`src/rtl/peres_mac_unit.sv`:
```
// peres_mac_unit: sequential multiply-accumulate stage for the matrix multiplier.
// It takes N operand pairs over a valid/ready handshake and forms each product
// with a WIDTH-cycle shift-add multiplier. It adds the products into an
// accumulator and presents the dot product over a second valid/ready handshake.
// Every addition goes through a ripple-carry adder made of Peres reversible
// gates.
//
// Ports:
//   clk        in   1      rising-edge clock
//   rst_n      in   1      asynchronous active-low reset
//   in_valid   in   1      operand pair present
//   in_ready   out  1      block can accept a pair (high only in IDLE)
//   a_in       in   WIDTH  row element (multiplicand)
//   b_in       in   WIDTH  column element (multiplier)
//   out_valid  out  1      result is valid (high only in DONE)
//   out_ready  in   1      downstream accepts the result
//   result     out  ACC_W  dot product; reads 0 whenever out_valid is 0
//   busy       out  1      high in any state other than IDLE

// Peres gate: P = A, Q = A ^ B, R = (A & B) ^ C.
// Ports:
//   a_i, b_i, c_i  in   1  gate inputs
//   p_o, q_o, r_o  out  1  gate outputs
module peres_gate (
  input  logic a_i,
  input  logic b_i,
  input  logic c_i,
  output logic p_o,
  output logic q_o,
  output logic r_o
);
  assign p_o = a_i;
  assign q_o = a_i ^ b_i;
  assign r_o = (a_i & b_i) ^ c_i;
endmodule

// W-bit ripple-carry adder. Each bit is a full adder made of two Peres gates.
// The first gate, (a, b, 0), yields the propagate term g = a^b and the
// generate term h = a&b. The second gate, (g, cin, h), yields
// sum = g^cin and cout = (g&cin)^h.
// Ports:
//   a_i, b_i  in   W  addends
//   sum_o     out  W  sum modulo 2^W
//   cout_o    out  1  carry out of the top bit
module peres_adder #(
  parameter int W = 8
) (
  input  logic [W-1:0] a_i,
  input  logic [W-1:0] b_i,
  output logic [W-1:0] sum_o,
  output logic         cout_o
);
  logic [W:0]   carry;
  logic [W-1:0] g;
  logic [W-1:0] h;
  // The P output of a Peres gate only passes input A through, so nothing uses it.
  logic [W-1:0] p1_unused;
  logic [W-1:0] p2_unused;

  assign carry[0] = 1'b0;

  generate
    for (genvar gi = 0; gi < W; gi++) begin : g_bit
      peres_gate u_half (
        .a_i(a_i[gi]),
        .b_i(b_i[gi]),
        .c_i(1'b0),
        .p_o(p1_unused[gi]),
        .q_o(g[gi]),
        .r_o(h[gi])
      );
      peres_gate u_full (
        .a_i(g[gi]),
        .b_i(carry[gi]),
        .c_i(h[gi]),
        .p_o(p2_unused[gi]),
        .q_o(sum_o[gi]),
        .r_o(carry[gi+1])
      );
    end
  endgenerate

  assign cout_o = carry[W];
endmodule

module peres_mac_unit #(
  parameter  int WIDTH = 8,
  parameter  int N     = 4,
  // Wide enough for N*(2^WIDTH-1)^2, with at least one guard bit.
  localparam int ACC_W = 2*WIDTH + (($clog2(N) < 1) ? 1 : $clog2(N))
) (
  input  logic             clk,
  input  logic             rst_n,
  input  logic             in_valid,
  output logic             in_ready,
  input  logic [WIDTH-1:0] a_in,
  input  logic [WIDTH-1:0] b_in,
  output logic             out_valid,
  input  logic             out_ready,
  output logic [ACC_W-1:0] result,
  output logic             busy
);
  localparam int PW     = 2*WIDTH;
  localparam int BCNT_W = $clog2(WIDTH + 1);
  localparam int PCNT_W = (($clog2(N + 1) < 1) ? 1 : $clog2(N + 1));

  typedef enum logic [1:0] {
    IDLE = 2'd0,
    MUL  = 2'd1,
    ACC  = 2'd2,
    DONE = 2'd3
  } state_e;

  state_e             state_q,   state_d;
  logic [PW-1:0]      mcand_q,   mcand_d;
  logic [WIDTH-1:0]   mplier_q,  mplier_d;
  logic [PW-1:0]      prod_q,    prod_d;
  logic [BCNT_W-1:0]  bitcnt_q,  bitcnt_d;
  logic [ACC_W-1:0]   acc_q,     acc_d;
  logic [PCNT_W-1:0]  paircnt_q, paircnt_d;
  logic [ACC_W-1:0]   result_q,  result_d;

  logic [PW-1:0]      prod_sum;
  logic [ACC_W-1:0]   acc_sum;
  // Neither adder can carry out. The product fits in 2*WIDTH bits and the
  // accumulator is sized for the full dot product.
  logic               prod_cout_unused;
  logic               acc_cout_unused;

  peres_adder #(.W(PW)) u_prod_add (
    .a_i   (prod_q),
    .b_i   (mcand_q),
    .sum_o (prod_sum),
    .cout_o(prod_cout_unused)
  );

  peres_adder #(.W(ACC_W)) u_acc_add (
    .a_i   (acc_q),
    .b_i   ({{(ACC_W-PW){1'b0}}, prod_q}),
    .sum_o (acc_sum),
    .cout_o(acc_cout_unused)
  );

  always_comb begin
    state_d   = state_q;
    mcand_d   = mcand_q;
    mplier_d  = mplier_q;
    prod_d    = prod_q;
    bitcnt_d  = bitcnt_q;
    acc_d     = acc_q;
    paircnt_d = paircnt_q;
    result_d  = result_q;

    case (state_q)
      IDLE: begin
        // in_ready is high throughout IDLE, so in_valid alone marks the accept edge.
        if (in_valid) begin
          state_d  = MUL;
          mcand_d  = {{WIDTH{1'b0}}, a_in};
          mplier_d = b_in;
          prod_d   = '0;
          bitcnt_d = '0;
        end
      end
      MUL: begin
        if (mplier_q[0]) begin
          prod_d = prod_sum;
        end
        mcand_d  = mcand_q << 1;
        mplier_d = mplier_q >> 1;
        bitcnt_d = bitcnt_q + BCNT_W'(1);
        if (bitcnt_q == BCNT_W'(WIDTH - 1)) begin
          state_d = ACC;
        end
      end
      ACC: begin
        acc_d     = acc_sum;
        paircnt_d = paircnt_q + PCNT_W'(1);
        if (paircnt_q == PCNT_W'(N - 1)) begin
          state_d  = DONE;
          result_d = acc_sum;
        end else begin
          state_d = IDLE;
        end
      end
      DONE: begin
        if (out_ready) begin
          state_d   = IDLE;
          acc_d     = '0;
          paircnt_d = '0;
          result_d  = '0;
        end
      end
      default: begin
        state_d = IDLE;
      end
    endcase
  end

  always_ff @(posedge clk or negedge rst_n) begin
    if (!rst_n) begin
      state_q   <= IDLE;
      mcand_q   <= '0;
      mplier_q  <= '0;
      prod_q    <= '0;
      bitcnt_q  <= '0;
      acc_q     <= '0;
      paircnt_q <= '0;
      result_q  <= '0;
    end else begin
      state_q   <= state_d;
      mcand_q   <= mcand_d;
      mplier_q  <= mplier_d;
      prod_q    <= prod_d;
      bitcnt_q  <= bitcnt_d;
      acc_q     <= acc_d;
      paircnt_q <= paircnt_d;
      result_q  <= result_d;
    end
  end

  assign in_ready  = (state_q == IDLE);
  assign out_valid = (state_q == DONE);
  assign busy      = (state_q != IDLE);
  // result_q is only non-zero while in DONE.
  assign result    = result_q;
endmodule
```
`config.mk`:
```
export PLATFORM = sky130hd
export DESIGN_NAME = peres_mac_unit
export DESIGN_NICKNAME = d
export VERILOG_FILES = /design/src/rtl/peres_mac_unit.sv
export SDC_FILE = /design/constraint.sdc
export NUM_CORES = 1
export LEC_CHECK = 0
export CAP_MARGIN = 30
export CORE_AREA = 3 3 91 93
export DETAILED_ROUTE_END_ITERATION = 16
export DIE_AREA = 0 0 94 96
export PLACE_DENSITY = 0.76
export SYNTH_ARGS = -nofsm -noshare
export SYNTH_HDL_FRONTEND = slang
export SYNTH_SLANG_ARGS = --single-unit
```
`constraint.sdc`:
```
create_clock -name clk -period 9.2 [get_ports clk]
set_input_delay 1.84 -clock clk [delete_from_list [all_inputs] [get_ports clk]]
set_output_delay 1.84 -clock clk [all_outputs]
set_load 0.01 [all_outputs]
```
==> results of run 1 <==
-- worst max-delay path by stage --
| stage | from | to | slack [ns] | cells past startpoint |
|---|---|---|---|---|
| after global routing | prod_q[0] | result[17] | 0.72 | 21 |
| after CTS | prod_q[0] | result[16] | 0.98 | 20 |
| final | prod_q[0] | result[16] | 1.04 | 20 |
| after global placement | prod_q[0] | result[16] | 1.08 | 20 |
| after floorplan | prod_q[0] | result[16] | 1.29 | 20 |
| after detailed placement | prod_q[0] | result[16] | 0.99 | 20 |
-- synth_stat cells, drive strengths merged --
| library cell | count |
|---|---|
| nand3 | 3 |
| nor2 | 4 |
| a21o | 1 |
| nand3b | 3 |
| nor2b | 1 |
| mux2i | 2 |
| o21bai | 1 |
| nand2 | 21 |
| dfrtp | 85 |
| o31ai | 1 |
| buf | 18 |
| a22oi | 8 |
| o22ai | 6 |
| nand4b | 1 |
| o2bb2ai | 44 |
| mux2 | 2 |
| a2bb2oi | 1 |
| xor2 | 1 |
| nand2b | 1 |
| o21ai | 24 |
| a31oi | 7 |
| o211ai | 1 |
| inv | 53 |
| or2 | 1 |
| and2 | 7 |
| xnor2 | 1 |
| a22o | 6 |
| clkbuf | 2 |
| a41oi | 1 |
| a32o | 5 |
| and2b | 1 |
| ha | 6 |
| fa | 29 |
-- routing by layer --
| layer | GRT usage | wire (um) | vias to the layer above |
|---|---|---|---|
| met4 | 0.0614 | 93 | 0 |
| met3 | 0.0508 | 277 | 10 |
| met5 | 0 | 0 | - |
| li1 | - | - | 1264 |
| met2 | 0.313 | 3920 | 47 |
| met1 | 0.292 | 3830 | 1370 |
-- metrics by stage --
stage | std cells | instance area [um2] | setup WS (ns) | hold WS [ns] | total power, mW
floorplan | 348 | 4230 | 1.29 | 0.442 | 1.07
global placement | 472 | 4630 | 1.08 | 0.457 | 1.25
detailed placement | 473 | 4660 | 0.990 | 0.471 | 1.28
CTS | 488 | 4860 | 0.979 | 0.489 | 1.56
global route | 488 | 4860 | 0.722 | 0.504 | 1.67
finish | 488 | 4860 | 1.04 | 0.481 | 1.54
-- power by group through the flow --
stage / clock [mW] / sequential (mW) / combinational (mW)
final: 0.268 / 0.613 / 0.660
after global routing: 0.291 / 0.631 / 0.753
after CTS: 0.275 / 0.612 / 0.673
after detailed placement: 0 / 0.615 / 0.669
after global placement: 0 / 0.609 / 0.638
after floorplan: 0 / 0.612 / 0.462
-- flip-flops by register name, summed over array words and instances (netlist names) --
register,cells
bitcnt_q,4
acc_q,18
mplier_q,8
state_q,2
prod_q,16
result,18
paircnt_q,3
mcand_q,16
-- placed cells by master (no fill, tap or decap), drive strengths merged, types with 8 or more instances in the layout --
cell / n
inv: 54
o2bb2ai: 44
fa: 29
clkbuf: 12
clkdlybuf4s50: 39
nand2: 21
o21ai: 24
dfrtp: 85
a22oi: 8
-- cells by family after synthesis --
family | count (synthesis) | synth area share
compound gates | 106 | 0.195
flops | 85 | 0.503
buf+inv | 73 | 0.0799
simple gates | 43 | 0.0530
fa+ha+maj | 35 | 0.155
mux | 4 | 0.0101
xor+xnor | 2 | 0.00414
-- critical path: stages (launching register included) --
cell,delay [ns]
dfrtp_1,0.38
ha_1,0.15
inv_1,0.05
fa_1,0.44
fa_1,0.46
fa_1,0.48
fa_1,0.47
fa_1,0.46
fa_1,0.46
fa_1,0.46
fa_1,0.46
fa_1,0.46
fa_1,0.46
fa_1,0.46
fa_1,0.46
fa_1,0.46
fa_1,0.46
fa_1,0.44
inv_1,0.07
ha_1,0.24
a32o_1,0.26
-- cell type report --
class,instances,area share
multi-input cells,190,0.363
repair buffers,43,0.0907
clock buffers,12,0.0320
inverters,53,0.0410
clock inverters,3,0.00902
well taps,102,0.0263
flip-flops and latches,85,0.438
==> reports/summary.log, run 1 <==
INFO  run_status     status=complete, no violations
INFO  sta            clock.fmax=123MHz
INFO  power_and_ir_drop switching_power=0.569mW
INFO  drt            detailedRoute.firstPassIterationCount=5
INFO  critical_path  cp_data_required_time=9.44ns
INFO  critical_path  worstSetupPathType=reg2reg
INFO  power_and_ir_drop power.density_cell_area=317nW/um2
INFO  floorplan      die_footprint=9020um2
INFO  drt            antenna_violating_nets_post_route=0
INFO  yosys          synthesis.area=4230um2
INFO  finish         fillCellCount=582
INFO  sta            slew_headroom=0.393
INFO  grt            globalRouteOverflowTotal=0
INFO  yosys          netlist_instances=348
INFO  clock_network  cts_post_setup_buffers_inserted=0
INFO  clock_network  clk-insertion-delay-late=0.35ns
INFO  drt            drt-initial-drc-count=104
INFO  drt            routed_wirelength=8.12mm
INFO  power_and_ir_drop intPower=0.972mW
INFO  sta            timing_worst_slew_pin_value=0.909ns
INFO  run            drv.max_cap_violation_count=0
INFO  sta            final.setup.tns=0ns
INFO  critical_path  crit_arrival=8.40ns
INFO  worst_hold_path holdCritStartpoint=mplier_q[3]
INFO  yosys          synth-seq-area-share=0.503
INFO  floorplan      io_pins=41
INFO  clock_network  clockBufferDepth=2
INFO  yosys          yosys.area.top_type=dfrtp_1
INFO  placed_design  io_buffers=40
INFO  placed_design  gpl.final_weighted_congestion=0.802
INFO  drt            via_count=2691
INFO  clock_network  h_tree_level_count=3
INFO  grt            grt_usage=0.205
INFO  critical_path  crit-reg2reg-launch=prod_q[0]
INFO  finish         combined_flip_flop_and_latch_cell_area=2130um2
INFO  floorplan      fp.dieW=94um
INFO  floorplan      fp.dieH=96um
INFO  power_and_ir_drop combPwrFrac=0.429
INFO  critical_path  timing.reg2reg.worst_path_depth=20
INFO  clock_network  cts-resized-gates=0
INFO  yosys          yosys_register_bits=85
INFO  clock_network  cts_tree=built
INFO  finish         antenna-diode-count=0
INFO  grt            vias_in_the_first_global_route=2824
INFO  power_and_ir_drop pwr-share-clk=0.174
INFO  grt            antenna_found_initial=0
INFO  critical_path  r2r_setup_slack=1.04ns
INFO  finish         core_util_final=0.638
INFO  worst_hold_path timing.hold.worst.class=reg2reg
INFO  floorplan      rows=32
INFO  sta            period_share=0.887
INFO  clock_network  clock_buffer_count_from_cts=9
INFO  finish         layout-drive-gt1-share=0.0725
INFO  drt            drc_errors=0
INFO  clock_network  hold_buf_cts=0
INFO  grt            grt_first_pass_wirelength=14.0mm
INFO  clock_network  cts_root_buffer=clkbuf_8
INFO  yosys          synth.avg_cell_area=12.1um2
INFO  sta            report.final.hold_viol_count=0
INFO  drt            detail_route.vias_per_cell=5.51
INFO  sta            grt_setup_unrepaired=false
INFO  power_and_ir_drop power.switching_fraction=0.369
INFO  finish         synthToLayoutAreaGrowth=14.9%
INFO  sta            timing.final.setup_violations=0
INFO  worst_hold_path hold-path-endpoint=mplier_q[3]
INFO  grt            grt_start_max_net_pins=48
INFO  clock_network  worst_setup_hold_path_clk_slew=0.08ns
INFO  drt            drt-wirelength-per-cell=16.6um
INFO  finish         multiInputGateArea=1760um2
INFO  sta            final_max_slew_viols=0
INFO  yosys          ys_top_cells_by_area=dfrtp_1 (50%), fa_1 (14%), o2bb2ai_1 (9.1%)
INFO  yosys          postSynthNetCount=403
INFO  placed_design  place.detailed.hpwl=5.73mm
INFO  sta            largest_clock_skew_in_the_final_design=0.0119ns
INFO  floorplan      design.core.area=7610um2
INFO  power_and_ir_drop power.ir.vdd_worst=0.000161V
INFO  power_and_ir_drop static-leakage-power=2.00nW
INFO  yosys          synth_top_area_share=0.503
INFO  critical_path  cp-start-kind=flip-flop
INFO  critical_path  reg2reg_to=result[16]
INFO  worst_hold_path holdPathStages=2
INFO  power_and_ir_drop power.share.sequential=0.398
INFO  finish         finish.net_count=437
INFO  clock_network  numClockSinks=85
INFO  critical_path  setup.worst_path.end_class=flip-flop
INFO  yosys          ys_types=42
INFO  sta            post-route-min-period=8.16ns
INFO  critical_path  cp_max_fo=3
INFO  yosys          synthesis.yosys.warnings=0
INFO  floorplan      initial_core_util=0.556
(Power assumes the default switching activity.)
==> run 2: changes to the inputs <==
Settings changed: HOLD_SLACK_MARGIN set to 0.12.
==> results of run 2 <==
No change in the layout: final DEF, timing and power equal those of run 1.
